**src/rtl/fetch_unit.sv**
```systemverilog
// rtl/fetch_unit.sv - instruction fetch unit: one outstanding imem request, hold buffer, redirect handling
//
// Ports:
//   clk, rst             clock; synchronous active-high reset
//   imem_read            instruction-memory read request
//   imem_address         word-aligned read address, stable until imem_resp
//   imem_rdata           read data, valid with imem_resp
//   imem_resp            one-cycle read-complete pulse
//   stall_i              IF/ID register not loading this cycle
//   redirect_i           branch/jump/flush redirect (highest priority)
//   redirect_pc_i        redirect target (low two bits ignored)
//   valid_o              pc_o/instruction_o carry a fetched instruction
//   pc_o                 PC of the presented instruction
//   instruction_o        presented instruction word
module fetch_unit #(
    parameter logic [31:0] RESET_PC = 32'h0000_0060
) (
    input  logic        clk,
    input  logic        rst,
    output logic        imem_read,
    output logic [31:0] imem_address,
    input  logic [31:0] imem_rdata,
    input  logic        imem_resp,
    input  logic        stall_i,
    input  logic        redirect_i,
    input  logic [31:0] redirect_pc_i,
    output logic        valid_o,
    output logic [31:0] pc_o,
    output logic [31:0] instruction_o
);

    typedef enum logic [1:0] {
        FETCH   = 2'd0,
        HOLD    = 2'd1,
        DISCARD = 2'd2
    } state_t;

    state_t      state;
    logic [31:0] pc;
    logic [31:0] req_addr;
    logic [31:0] hold_pc;
    logic [31:0] hold_instr;
    logic [31:0] redirect_target;

    assign redirect_target = redirect_pc_i & ~32'h0000_0003;

    // Outputs are decoded from state so a response can be forwarded to
    // IF/ID in the very cycle it arrives; reset forces everything quiet.
    always_comb begin
        imem_read     = 1'b0;
        imem_address  = pc;
        valid_o       = 1'b0;
        pc_o          = 32'h0;
        instruction_o = 32'h0;
        if (!rst) begin
            case (state)
                FETCH: begin
                    imem_read     = 1'b1;
                    imem_address  = pc;
                    valid_o       = imem_resp && !redirect_i;
                    pc_o          = pc;
                    instruction_o = imem_rdata;
                end
                HOLD: begin
                    imem_read     = 1'b0;
                    imem_address  = pc;
                    valid_o       = !redirect_i;
                    pc_o          = hold_pc;
                    instruction_o = hold_instr;
                end
                DISCARD: begin
                    // pc may already point at a redirect target; the bus must
                    // keep showing the stale request until it completes.
                    imem_read     = 1'b1;
                    imem_address  = req_addr;
                    valid_o       = 1'b0;
                    pc_o          = pc;
                    instruction_o = imem_rdata;
                end
                default: begin
                    imem_read     = 1'b0;
                    imem_address  = pc;
                    valid_o       = 1'b0;
                    pc_o          = 32'h0;
                    instruction_o = 32'h0;
                end
            endcase
        end
    end

    always_ff @(posedge clk) begin
        if (rst) begin
            state      <= FETCH;
            pc         <= RESET_PC;
            req_addr   <= RESET_PC;
            hold_pc    <= 32'h0;
            hold_instr <= 32'h0;
        end else begin
            case (state)
                FETCH: begin
                    req_addr <= pc;
                    if (redirect_i) begin
                        pc    <= redirect_target;
                        // Without a response this cycle the old request is
                        // still in flight and its data must be dropped later.
                        state <= imem_resp ? FETCH : DISCARD;
                    end else if (imem_resp) begin
                        if (!stall_i) begin
                            pc <= pc + 32'd4;
                        end else begin
                            hold_pc    <= pc;
                            hold_instr <= imem_rdata;
                            state      <= HOLD;
                        end
                    end
                end
                HOLD: begin
                    if (redirect_i) begin
                        pc    <= redirect_target;
                        state <= FETCH;
                    end else if (!stall_i) begin
                        pc    <= hold_pc + 32'd4;
                        state <= FETCH;
                    end
                end
                DISCARD: begin
                    if (redirect_i) begin
                        pc <= redirect_target;
                    end
                    if (imem_resp) begin
                        state <= FETCH;
                    end
                end
                default: begin
                    state <= FETCH;
                end
            endcase
        end
    end

endmodule
```
**config.mk**
```make
export PLATFORM = sky130hd
export DESIGN_NAME = fetch_unit
export DESIGN_NICKNAME = d
export VERILOG_FILES = /design/src/rtl/fetch_unit.sv
export SDC_FILE = /design/constraint.sdc
export NUM_CORES = 1
export LEC_CHECK = 0
export CAP_MARGIN = 40
export CORE_MARGIN = 2
export CORE_UTILIZATION = 45
export DETAILED_ROUTE_END_ITERATION = 10
export DONT_BUFFER_PORTS = 1
export HOLD_SLACK_MARGIN = 0.12
export SLEW_MARGIN = 15
export SYNTH_ARGS = -nofsm -noshare
export SYNTH_HDL_FRONTEND = slang
export SYNTH_SLANG_ARGS = --single-unit
```
**constraint.sdc**
```tcl
create_clock -name clk -period 6 [get_ports clk]
set_input_delay 1.8 -clock clk [delete_from_list [all_inputs] [get_ports clk]]
set_output_delay 1.8 -clock clk [all_outputs]
set_load 0.01 [all_outputs]
```
Word-level counts from Yosys, hierarchy flattened
Cells that the tools add are included.
- bits in registers: 130
- input port bits: 69
- output and inout bits: 98
- word-level logic and storage cells: 49
- add/sub/neg operators: 2
- equal/unequal tests: 8
- mux-type cells: 25
- bitwise gates (word level): 1
- reduce and logical (&&, ||, !) cells: 8
- operators by type and width (kind ; number):
    $mux 32 ; 10
    $pmux 32 s2 ; 2
    $pmux 32 s3 ; 1
    $add 32x3->32 const B ; 2
    $mux 2 ; 7
    $ne 3x3->1 const B ; 4
    $reduce_and 4->1 ; 2
    $pmux 2 s3 ; 1
    $reduce_and 5->1 ; 1
    $ne 2x2->1 const B ; 2
    $mux 1 ; 3
    $reduce_bool 3->1 ; 1
    $eq 2x1->1 const B ; 1
    $eq 2x2->1 const B ; 1
    $logic_not 2->1 ; 1
    $pmux 1 s2 ; 1
    $reduce_or 2->1 ; 1
    $logic_and 1x1->1 ; 1
    $logic_not 1->1 ; 1
    $not 1->1 ; 1

Depth between registers and ports, before layout
- depth in word-level cells: 5
- depth in mapped cells: 11
- mapped depth without buffers: 8

Least setup slack after synthesis
OpenSTA, ideal clock, no wires.
- path kind: input port to output port
- from: input port rst
- to: output port imem_address[10]
- arrival time: 2.956 ns
- required time: 4.200 ns
- slack: 1.244 ns
- stages: 3
- path buffers: 1
- path through: nor2_1 clkbuf_1 mux2_2
- cells in the longest elaborated chain, start to end: 1
- ends and longest elaborated chain (item ; line ; source):
    from (decl) ; 19 ; input logic rst,
    $mux 32 ; 55 ; if (!rst) begin
    to (decl) ; 21 ; output logic [31:0] imem_address,
Every way passes these cells.

Final worst setup path
- from: input port rst
- to: output port imem_address[19]
Same word-level chain as after synthesis.

==> out/results.md <==
| Metric | This run | Unit |
| --- | --- | --- |
| Count of buffers from port buffering | 0 | - |
| Core occupancy in the finished layout | 49.30 | % |
| Post-DRT Antenna Nets | 0 | - |
| Total die area | 18610 | µm² |
| Class of the worst hold path | flop to flop | - |
| Number of distinct library cell variants in the gate-level netlist after synthesis | 69 | - |
| Final layout net count | 1068 | - |
| Vias in the first global route | 6861 | - |
| Wire per inst | 19.90 | µm |
| Reg-to-reg setup timing slack | 1980 | ps |
| Power per cell area | 279.4 | nW/µm² |
| Fin crit share | 82.54 | % |
| Pin count of the biggest net entering global routing | 132 | - |
| Aggregate routed wire length | 24500 | µm |
| Crit Path Class | primary input to output port | - |
| Master cell of the clock root buffer | sky130_fd_sc_hd__clkbuf_16 | - |
| Top FF cell, synth | sky130_fd_sc_hd__dfxtp_1 | - |
| Final-report setup violation count | 0 | - |
| Final-layout fill cell count | 1718 | - |
| First-pass GRT wire length | 38330 | µm |
| Share of post-route cells with drive strength above 1 | 9.443 | % |
| Standby leakage power | 3.105 | nW |
| CTS tree | yes | - |
| Number of top-level design ports | 167 | - |
| Slew at the pin with the worst max-slew slack | 850.0 | ps |
| Max rail drop VDD | 209.5 | µV |
| Worst-case clock buffer depth | 2 | - |
| Run status | completed | - |
| Remaining max-slew budget at the tightest pin | 43.33 | % |
| Biggest fanout along the worst timing path | 131 | - |
| Crit path DAT | 3150 | ps |
| Share of flip-flops with an asynchronous set or reset after synthesis | 0 | % |
| Final std cells w/o fill | 1231 | - |
| Later-pin clock latency in the skew report | 430 | ps |
| Row count | 48 | - |
| Final period demand of the worst path | 4952 | ps |
| Initial antenna violation count | 0 | - |
| Average via count per standard cell | 6.059 | - |
| Number of remaining DRC errors | 0 | - |
| Via count | 7459 | - |
| Total global-route track usage | 26.48 | % |
| Final-layout worst hold slack | 455.2 | ps |
| Maximum clock frequency | 0.2019 | GHz |
| Number of search-and-repair iterations in the first detailed-routing pass | 5 | - |
| Area growth, synth to finish | 7.674 | % |
| Post-placement cell count | 1199 | - |
| Cell area after synthesis | 7891 | µm² |
| Gp weighted congestion | 0.9390 | - |
| RSZ-0062 raised after global routing | no | - |
| Core Footprint | 17240 | µm² |
| Number of cells upsized or downsized after cts | 0 | - |
| Accumulated negative setup slack | 0 | ps |
| Syn Inst Count | 1061 | - |
| Total of hold buffers inserted after clock tree synthesis | 0 | - |
| Clock transition at path regs | 60 | ps |
| # diodes | 0 | - |
| Clock sinks | 130 | - |
| Flops & latches, synth | 130 | - |
| Worst setup EP type | output port | - |
| Mapped Nets | 1136 | - |
| Share of the yosys chip area belonging to registers | 32.98 | % |
| Number of enable flip-flop cells after synthesis | 0 | - |
| Num CTS Buffers | 17 | - |
| Die Ht | 136.4 | µm |
| Worst EP required | 4200 | ps |
| Detail Placement HPWL | 16200 | µm |
| Worst Clk Skew | 9.839 | ps |
| First-iteration detailed-routing DRC count | 523 | - |
| CP startpoint kind | primary input | - |
| Number of violations of the max-capacitance limit | 0 | - |
| GR Overflow Total | 0 | - |
| Synth Area per Inst | 7.438 | µm² |
| Yosys Warn Count | 0 | - |
| H-tree levels | 4 | - |
| Initial standard-cell utilization of the core | 45.78 | % |
| Number of max-slew violations in the final report | 0 | - |
| Buffer count from post-CTS setup fixing | 0 | - |
| Endpoints failing hold | 0 | - |
| Horizontal die dimension | 136.4 | µm |
==> area by class of cell <==
type                       count  area (µm²)  share of cell area, %
inverter                      11       41.29                 0.4859
multi-input combinational    816        4825                  56.78
tap                          225       281.5                  3.313
clock buffer                  17       425.4                  5.007
timing repair buffer          17       165.2                  1.944
sequential                   130        2603                  30.63
clock inverter                15       156.4                  1.841
==> logic make-up (layout without fill, tap and decap cells) <==
logic type	after synthesis	in the layout	synth area share (%)
buffers and inverters	115	60	6.088
AND/OR/NAND/NOR	452	452	26.08
flip-flops	130	130	32.98
adder cells (fa/ha/maj)	6	6	0.9513
multiplexers	61	61	8.181
AO/OA/AOI/OAI	262	262	21.83
XOR/XNOR	35	35	3.885
==> power by group <==
group	leakage [nW]	switching, mW	internal [mW]
clock	0.284	0.421	0.614
sequential	1.06	0.0789	0.913
combinational	1.76	0.207	0.139
==> state kept, by name (all words and copies together), names as in the netlist <==
name	count
hold_instr	32
hold_pc	32
pc	32
req_addr	32
state	2
==> through the flow <==
| step | setup slack, ps | power [mW] | instance area, µm² |
|---|---|---|---|
| finish | 1048 | 2.374 | 8497 |
| global route | 996.6 | 2.479 | 8497 |
| CTS | 1112 | 2.394 | 8497 |
| detailed placement | 1142 | 1.356 | 7915 |
| global placement | 1147 | 1.348 | 7840 |
| floorplan | 1244 | 1.288 | 7891 |
==> path summary, 6_finish.rpt <==
check / start / endpoint / depth (start not counted)
setup reg to reg: state[0]$_SDFFE_PP0P_ / pc[27]$_SDFFE_PP0P_ / 10
hold reg to reg: hold_instr[1]$_SDFFE_PP0P_ / hold_instr[1]$_SDFFE_PP0P_ / 2
hold / removal: hold_instr[1]$_SDFFE_PP0P_ / hold_instr[1]$_SDFFE_PP0P_ / 2
setup / recovery: rst / imem_address[19] / 3
==> cells in the mapped netlist, types with 9 or more instances <==
master,n,area share (%)
sky130_fd_sc_hd__nand4_1,23,1.8
sky130_fd_sc_hd__xnor2_1,19,2.1
sky130_fd_sc_hd__buf_1,18,0.86
sky130_fd_sc_hd__and3_1,9,0.71
sky130_fd_sc_hd__mux2_2,28,4.0
sky130_fd_sc_hd__nor2_1,143,6.8
sky130_fd_sc_hd__a221oi_1,18,2.0
sky130_fd_sc_hd__o22ai_1,12,0.95
sky130_fd_sc_hd__inv_1,9,0.43
sky130_fd_sc_hd__dfxtp_1,130,33
sky130_fd_sc_hd__nor3_1,19,1.2
sky130_fd_sc_hd__o21ai_0,20,1.3
sky130_fd_sc_hd__mux2i_1,33,4.2
sky130_fd_sc_hd__buf_2,16,1.0
sky130_fd_sc_hd__a22oi_1,62,5.9
sky130_fd_sc_hd__xor2_1,16,1.8
sky130_fd_sc_hd__nand3_1,26,1.6
sky130_fd_sc_hd__nand2_1,179,8.5
sky130_fd_sc_hd__clkbuf_1,65,3.1
sky130_fd_sc_hd__a21oi_1,87,5.5
==> critical path, stage by stage <==
cell and delay (ps):
sky130_fd_sc_hd__nor2_4 410, sky130_fd_sc_hd__buf_4 420, sky130_fd_sc_hd__mux2_2 420
==> routing by layer <==
metal,track usage (%),up-vias,wire length (µm)
met4,9.896,0,556
met5,0,-,0
met1,34.93,3518,10720
li1,-,3624,-
met3,7.569,32,2063
met2,41.01,285,11160
==> cell usage in the layout (no fill, tap or decap), types with 7 or more instances in the layout <==
master                      instances
sky130_fd_sc_hd__nand3_1           26
sky130_fd_sc_hd__nor4_1             8
sky130_fd_sc_hd__nand4_1           23
sky130_fd_sc_hd__mux2_2            28
sky130_fd_sc_hd__nand2_1          179
sky130_fd_sc_hd__a22oi_1           62
sky130_fd_sc_hd__a221oi_1          18
sky130_fd_sc_hd__o21ai_0           20
sky130_fd_sc_hd__a21oi_1           87
sky130_fd_sc_hd__o22ai_1           12
sky130_fd_sc_hd__dfxtp_1          130
sky130_fd_sc_hd__inv_1              9
sky130_fd_sc_hd__and3_1             9
sky130_fd_sc_hd__a21o_1             8
sky130_fd_sc_hd__buf_4             14
sky130_fd_sc_hd__nor3_1            19
sky130_fd_sc_hd__xor2_1            16
sky130_fd_sc_hd__mux2i_1           33
sky130_fd_sc_hd__and4_1             7
sky130_fd_sc_hd__xnor2_1           19
sky130_fd_sc_hd__nand2b_1           8
sky130_fd_sc_hd__clkbuf_16         17
sky130_fd_sc_hd__nor2_1           141
(Power assumes the default switching activity.)
